===== src/rtl/bcd_counter_chain.sv =====
// Cascaded multi-digit up/down counter with per-digit modulus RADIX, synchronous
// load with illegal-digit clamping, optional saturation and registered wrap pulses.
module bcd_counter_chain #(
    parameter int DIGITS   = 4,
    parameter int RADIX    = 10,
    parameter int SATURATE = 0
) (
    input  logic                clk,
    input  logic                reset,
    input  logic                en,
    input  logic                up,
    input  logic                load,
    input  logic [4*DIGITS-1:0] load_val,
    output logic [4*DIGITS-1:0] digits_out,
    output logic                carry_out,
    output logic                borrow_out,
    output logic                at_max,
    output logic                at_zero
);

    localparam int         W         = 4 * DIGITS;
    localparam logic [3:0] MAX_DIGIT = 4'(RADIX - 1);

    logic [W-1:0] digits_p1;
    logic         carry_p1;
    logic         borrow_p1;

    logic [W-1:0] digits_nxt;
    logic         carry_nxt;
    logic         borrow_nxt;
    logic         all_max;
    logic         all_zero;
    logic         terminal;
    logic         ripple;
    logic [3:0]   cur_digit;

    // Digits outside 0..RADIX-1 can only arrive through load; force them to 0.
    function automatic logic [3:0] clamp_digit(input logic [3:0] d);
        return (d > MAX_DIGIT) ? 4'd0 : d;
    endfunction

    function automatic logic [3:0] step_digit(input logic [3:0] d, input logic dir_up);
        if (dir_up)
            return (d == MAX_DIGIT) ? 4'd0 : d + 4'd1;
        else
            return (d == 4'd0) ? MAX_DIGIT : d - 4'd1;
    endfunction

    always_comb begin
        all_max  = 1'b1;
        all_zero = 1'b1;
        for (int i = 0; i < DIGITS; i++) begin
            all_max  = all_max  & (digits_p1[4*i +: 4] == MAX_DIGIT);
            all_zero = all_zero & (digits_p1[4*i +: 4] == 4'd0);
        end
    end

    // The ripple enable is resolved combinationally across all digits so a
    // cascade of any length completes in a single clock.
    always_comb begin
        digits_nxt = digits_p1;
        carry_nxt  = 1'b0;
        borrow_nxt = 1'b0;
        terminal   = up ? all_max : all_zero;
        ripple     = 1'b1;
        cur_digit  = 4'd0;
        if (load) begin
            for (int i = 0; i < DIGITS; i++)
                digits_nxt[4*i +: 4] = clamp_digit(load_val[4*i +: 4]);
        end else if (en && !(SATURATE != 0 && terminal)) begin
            for (int i = 0; i < DIGITS; i++) begin
                cur_digit = digits_p1[4*i +: 4];
                if (ripple)
                    digits_nxt[4*i +: 4] = step_digit(cur_digit, up);
                ripple = ripple & (up ? (cur_digit == MAX_DIGIT) : (cur_digit == 4'd0));
            end
            carry_nxt  = up & all_max;
            borrow_nxt = ~up & all_zero;
        end
    end

    // ---- register stage ----
    always_ff @(posedge clk) begin
        if (reset) begin
            digits_p1 <= '0;
            carry_p1  <= 1'b0;
            borrow_p1 <= 1'b0;
        end else begin
            digits_p1 <= digits_nxt;
            carry_p1  <= carry_nxt;
            borrow_p1 <= borrow_nxt;
        end
    end

    assign digits_out = digits_p1;
    assign carry_out  = carry_p1;
    assign borrow_out = borrow_p1;
    assign at_max     = all_max;
    assign at_zero    = all_zero;

endmodule


===== config.mk =====
export PLATFORM = sky130hd
export DESIGN_NAME = bcd_counter_chain
export DESIGN_NICKNAME = d
export VERILOG_FILES = /design/src/rtl/bcd_counter_chain.sv
export SDC_FILE = /design/constraint.sdc
export NUM_CORES = 1
export LEC_CHECK = 0
export ABC_CLOCK_PERIOD_IN_PS = 3900
export CORE_MARGIN = 5
export CORE_UTILIZATION = 52
export DETAILED_ROUTE_END_ITERATION = 12
export PLACE_DENSITY_LB_ADDON = 0.3
export RECOVER_POWER = 50
export SYNTH_ARGS = -nofsm -noshare
export SYNTH_HDL_FRONTEND = slang
export SYNTH_SLANG_ARGS = --single-unit

===== constraint.sdc =====
create_clock -name clk -period 3.9 [get_ports clk]
set_input_delay 0.39 -clock clk [delete_from_list [all_inputs] [get_ports clk]]
set_output_delay 0.39 -clock clk [all_outputs]
set_load 0.05 [all_outputs]

* Word-level counts from Yosys, hierarchy flattened
Index checks and enable logic that the tools add are counted.
** Word-level totals
- Memory bits (writable) :: 0
- Memories :: 0
- Flip-flop bits (word level) :: 18
- Bits in latches :: 0
- Bits in read-only memories :: 0
- Input port bits :: 21
- Output and inout port bits :: 20
** Operators by class
- Equal/unequal tests :: 4
- Multipliers :: 0
- Mux-type cells :: 24
- Bitwise logic cells :: 12
- Div/mod/pow operators :: 0
- Shifts and indexed selects :: 0
- Add/sub/neg operators :: 8
- Reduce and logical (&&, ||, !) cells :: 12
- Magnitude comparators :: 4
** Operators with widths (count)
- $mux 4 :: 19
- $mux 16 :: 2
- $add 4x1->4 const B :: 4
- $eq 4x4->1 const B :: 4
- $gt 4x4->1 const B :: 4
- $logic_not 4->1 :: 4
- $sub 4x1->4 const B :: 4
- $and 1x1->1 :: 10
- $reduce_bool 2->1 :: 4
- $reduce_and 2->1 :: 3
- $mux 1 :: 3
- $reduce_or 3->1 :: 1
- $not 1->1 :: 2

* Logic depth before layout (Yosys ltp)
- Depth after elaboration :: 7
- Gate-level depth with buffers :: 8
- Gate-level depth less buffers :: 5

* Worst setup path before layout
Ideal clock, no wire load.
- Path kind :: register to output
- Start point :: register digits_p1[5], in the netlist digits_out[5]
- End point :: output at_max
- Slack :: 0.647 ns
- Data arrival time :: 2.863 ns
- Buffers on the path :: 0
- Cell stages (with the launch flop) :: 5
- Path through :: dfxtp_1 or2_2 nor4b_2 nand2_1 nor4_1
** On the way
- Cells in the longest elaborated chain, start to end :: 4
** Ends and longest elaborated chain
- start: declaration :: line 24 : logic [W-1:0] digits_p1;
- start signal: assignment :: line 89 : digits_p1 <= digits_nxt;
- $eq 4x4->1 :: line 53 : all_max = all_max & (digits_p1[4*i +: 4] == MAX_DIGIT);
- $and 1x1->1 (3 in series) :: line 53
- end: declaration :: line 17 : output logic at_max,
No other way between the ends.

* Final worst setup path
- Start point :: register digits_p1[5], in the netlist digits_out[5]
- End point :: output at_zero
** On the way
- Cells in the longest elaborated chain, start to end :: 4
** Ends and longest elaborated chain
- $logic_not 4->1 :: line 54 : all_zero = all_zero & (digits_p1[4*i +: 4] == 4'd0);
- $and 1x1->1 (3 in series) :: line 54
- end: declaration :: line 18 : output logic at_zero
No other way between the ends.

==> results.ini <==
[power_and_ir_drop]
power.leakage_nw=0.680
p_per_area_nw_per_um2=259
post-layout-total-power_mw=0.491
power.ir.vdd_worst_uv=297

[drt]
detail_route.first_pass.iterations=4
wirelength_um=3740
dr.first_iter.drc_count=84
drcViolationCount=0
routed_wire_length_per_instance_um=13.9
detailroute.via_count=1605
drtAntennaViolNets=0
detail_route.vias_per_cell=5.97

[critical_path]
regToRegEndpoint=digits_out[10]
r2r_slack_ns=1.64
timing_worst_setup_path_type=flop to primary output
worstRegToRegCells=5
endpoint_kind=primary output
worstPathMaxFanout=8
critPathArrivalTime_ns=2.83
timing.rr.start=digits_out[0]
kind_of_launch_point_of_the_worst_setup_path=flop
worstPathRequired_ns=3.51

[place]
place.gp.congestion=0.840
io_buffers=40
dp_hpwl_um=2660
post_dp_cell_area_um2=1880
post-place-cells=266

[hold_path]
holdPathStages=2
hold_path.startpoint=digits_out[7]
holdPathEnd=digits_out[7]
hp-class=flop to flop

[clocking]
cts_sinks=18
post-cts-setup-buffers=0
cts-hold-fix-buffers=0
cts_tree=built
clk-insertion-delay-late_ns=0.29
htreeDepth=1
cts_made_buffers=3
worst_setup_hold_path_clk_slew_ns=0.10
cts_max_path_buffers=2
cts.repair.resized=0
root_buffer=sky130_fd_sc_hd__clkbuf_4

[floorplan]
floorplan.io_pins=41
die_height_um=64.3
dieArea_um2=4140
std_cell_rows=19
design.core.area_um2=2780
chipWidth_um=64.3
starting_density_of_the_core=0.552

[grt]
first_global_vias=1407
grt_pass1_wl_um=6370
grt.busiest_layer=met2
largest_net_degree_at_the_start_of_global_routing=21
global_route.overflow_total=0
groute.layer.met3.usage=0.0438
grt.met1_usage=0.261
grt_use_total=0.180
use_met2=0.272
grt_antenna_before_repair=0

[timing]
report.final.setup_viol=0
timing.final.crit_share=0.825
highest_clock_rate_ghz=0.311
slew_headroom=0.494
finalHoldViolCount=0
final.setup.tns_ns=0
grt_setup_unrepaired=no
worst_clock_skew_ns=0.00237
tightestPinTransition_ns=0.757
min_period_ns=3.22
drv_slew=0

[run]
max-cap-violations=0

[logic_synthesis]
synth.yosys.seq_area_share=0.235
async_flop_share=0
number_of_enable_type_register_cells_in_the_synthesized_netlist=0
synth-main-ff-cell=sky130_fd_sc_hd__dfxtp_1
postSynthNetCount=236
netlist_instances=215
synthesis.area_per_instance_um2=7.13
synth_cell_types=49
yosys_reg_bits=18
total_standard_cell_area_after_synthesis_um2=1530
synth.yosys.warnings=0

[run_status]
result_of_the_run=finished, final reports clean

[final_layout]
fin_area_um2=1890
mostFrequentLayoutCell=sky130_fd_sc_hd__clkdlybuf4s50_1
layout_fillers=241
nNetsFinal=261
antenna_cells=0
post_route_cells_drive_above_1_share=0.0630
final_cells=269
most-common-layout-cells=sky130_fd_sc_hd__clkdlybuf4s50_1 (24), sky130_fd_sc_hd__nand2_1 (21), sky130_fd_sc_hd__nor2_1 (19)
synthToLayoutAreaGrowth_pct=23.5

## how the worst max path moves through the flow
stage | from | end | slack [ns] | cells past startpoint
2_1_floorplan | digits_out[5] | at_max | 0.65 | 4
3_3_place_gp | up | digits_out[10] | 0.98 | 6
3_5_place_dp | up | digits_out[10] | 0.94 | 6
4_1_cts | digits_out[5] | at_zero | 0.81 | 5
5_1_grt | digits_out[5] | at_zero | 0.51 | 5
6_report | digits_out[5] | at_zero | 0.68 | 5
## Yosys cell counts (3+ instances only)
master / count / area (um^2)
sky130_fd_sc_hd__nand2_1: 21 / 78.8
sky130_fd_sc_hd__nor2_1: 19 / 71.3
sky130_fd_sc_hd__dfxtp_1: 18 / 360
sky130_fd_sc_hd__a21oi_1: 15 / 75.1
sky130_fd_sc_hd__o21ai_0: 15 / 75.1
sky130_fd_sc_hd__clkbuf_1: 14 / 52.6
sky130_fd_sc_hd__nand3_1: 13 / 65.1
sky130_fd_sc_hd__nand3b_1: 8 / 60.1
sky130_fd_sc_hd__xnor2_1: 7 / 61.3
sky130_fd_sc_hd__a31oi_1: 6 / 37.5
sky130_fd_sc_hd__inv_1: 5 / 18.8
sky130_fd_sc_hd__buf_2: 4 / 20.0
sky130_fd_sc_hd__nand2b_1: 4 / 25.0
sky130_fd_sc_hd__nand4_1: 4 / 25.0
sky130_fd_sc_hd__nor4_1: 4 / 25.0
sky130_fd_sc_hd__buf_6: 3 / 33.8
sky130_fd_sc_hd__nor2b_1: 3 / 18.8
sky130_fd_sc_hd__o21ai_1: 3 / 15.0
sky130_fd_sc_hd__o31ai_1: 3 / 22.5
sky130_fd_sc_hd__or2_2: 3 / 18.8
sky130_fd_sc_hd__or4_1: 3 / 22.5
## worst max-delay path, stage by stage, from the launching register on
cell and delay (ns):
sky130_fd_sc_hd__dfxtp_1 0.40, sky130_fd_sc_hd__or2_2 0.36, sky130_fd_sc_hd__nor4b_1 0.36, sky130_fd_sc_hd__nand2_1 0.13
sky130_fd_sc_hd__nor4_1 0.40, sky130_fd_sc_hd__clkdlybuf4s50_1 0.89
## through the flow
stage / util / setup WS [ns] / hold WS, ns
floorplan: - / 0.647 / 0.505
detailed placement: 0.675 / 0.944 / 0.628
global route: 0.681 / 0.509 / 0.652
global placement: 0.675 / 0.982 / 0.614
CTS: 0.683 / 0.808 / 0.645
finish: 0.681 / 0.684 / 0.641
## registers in the layout, indices dropped and copies added, names as in the netlist
name and flops:
digits_out 16, borrow_out 1, carry_out 1
## cell families (layout without fill, tap and decap cells)
kind of cell	Yosys count	after routing	synth area share
AO/OA/AOI/OAI	62	62	0.268
AND/OR/NAND/NOR	98	98	0.352
flip-flops	18	18	0.235
buffers and inverters	27	50	0.0840
XOR/XNOR	10	10	0.0620
## area by class of cell
type                    instances  area, um^2  share of cell area
multi-input cells             170        1040               0.548
repair buffers                 42         415               0.219
flip-flops and latches         18         360               0.190
well taps                      31        38.8              0.0205
clock buffers                   3        22.5              0.0119
inverters                       5        18.8             0.00991
## per-layer routing
metal | vias up | part of all wire
met4 | 0 | 0.0048
met1 | 726 | 0.50
met2 | 42 | 0.44
li1 | 835 | -
met5 | - | 0
met3 | 2 | 0.057
## report_power, final
group / internal [mW] / switching [mW] / total, mW
logic: 0.0771 / 0.100 / 0.177
registers: 0.193 / 0.0257 / 0.219
clock network: 0.0359 / 0.0583 / 0.0942
total: 0.306 / 0.184 / 0.491
(Power assumes the default switching activity.)
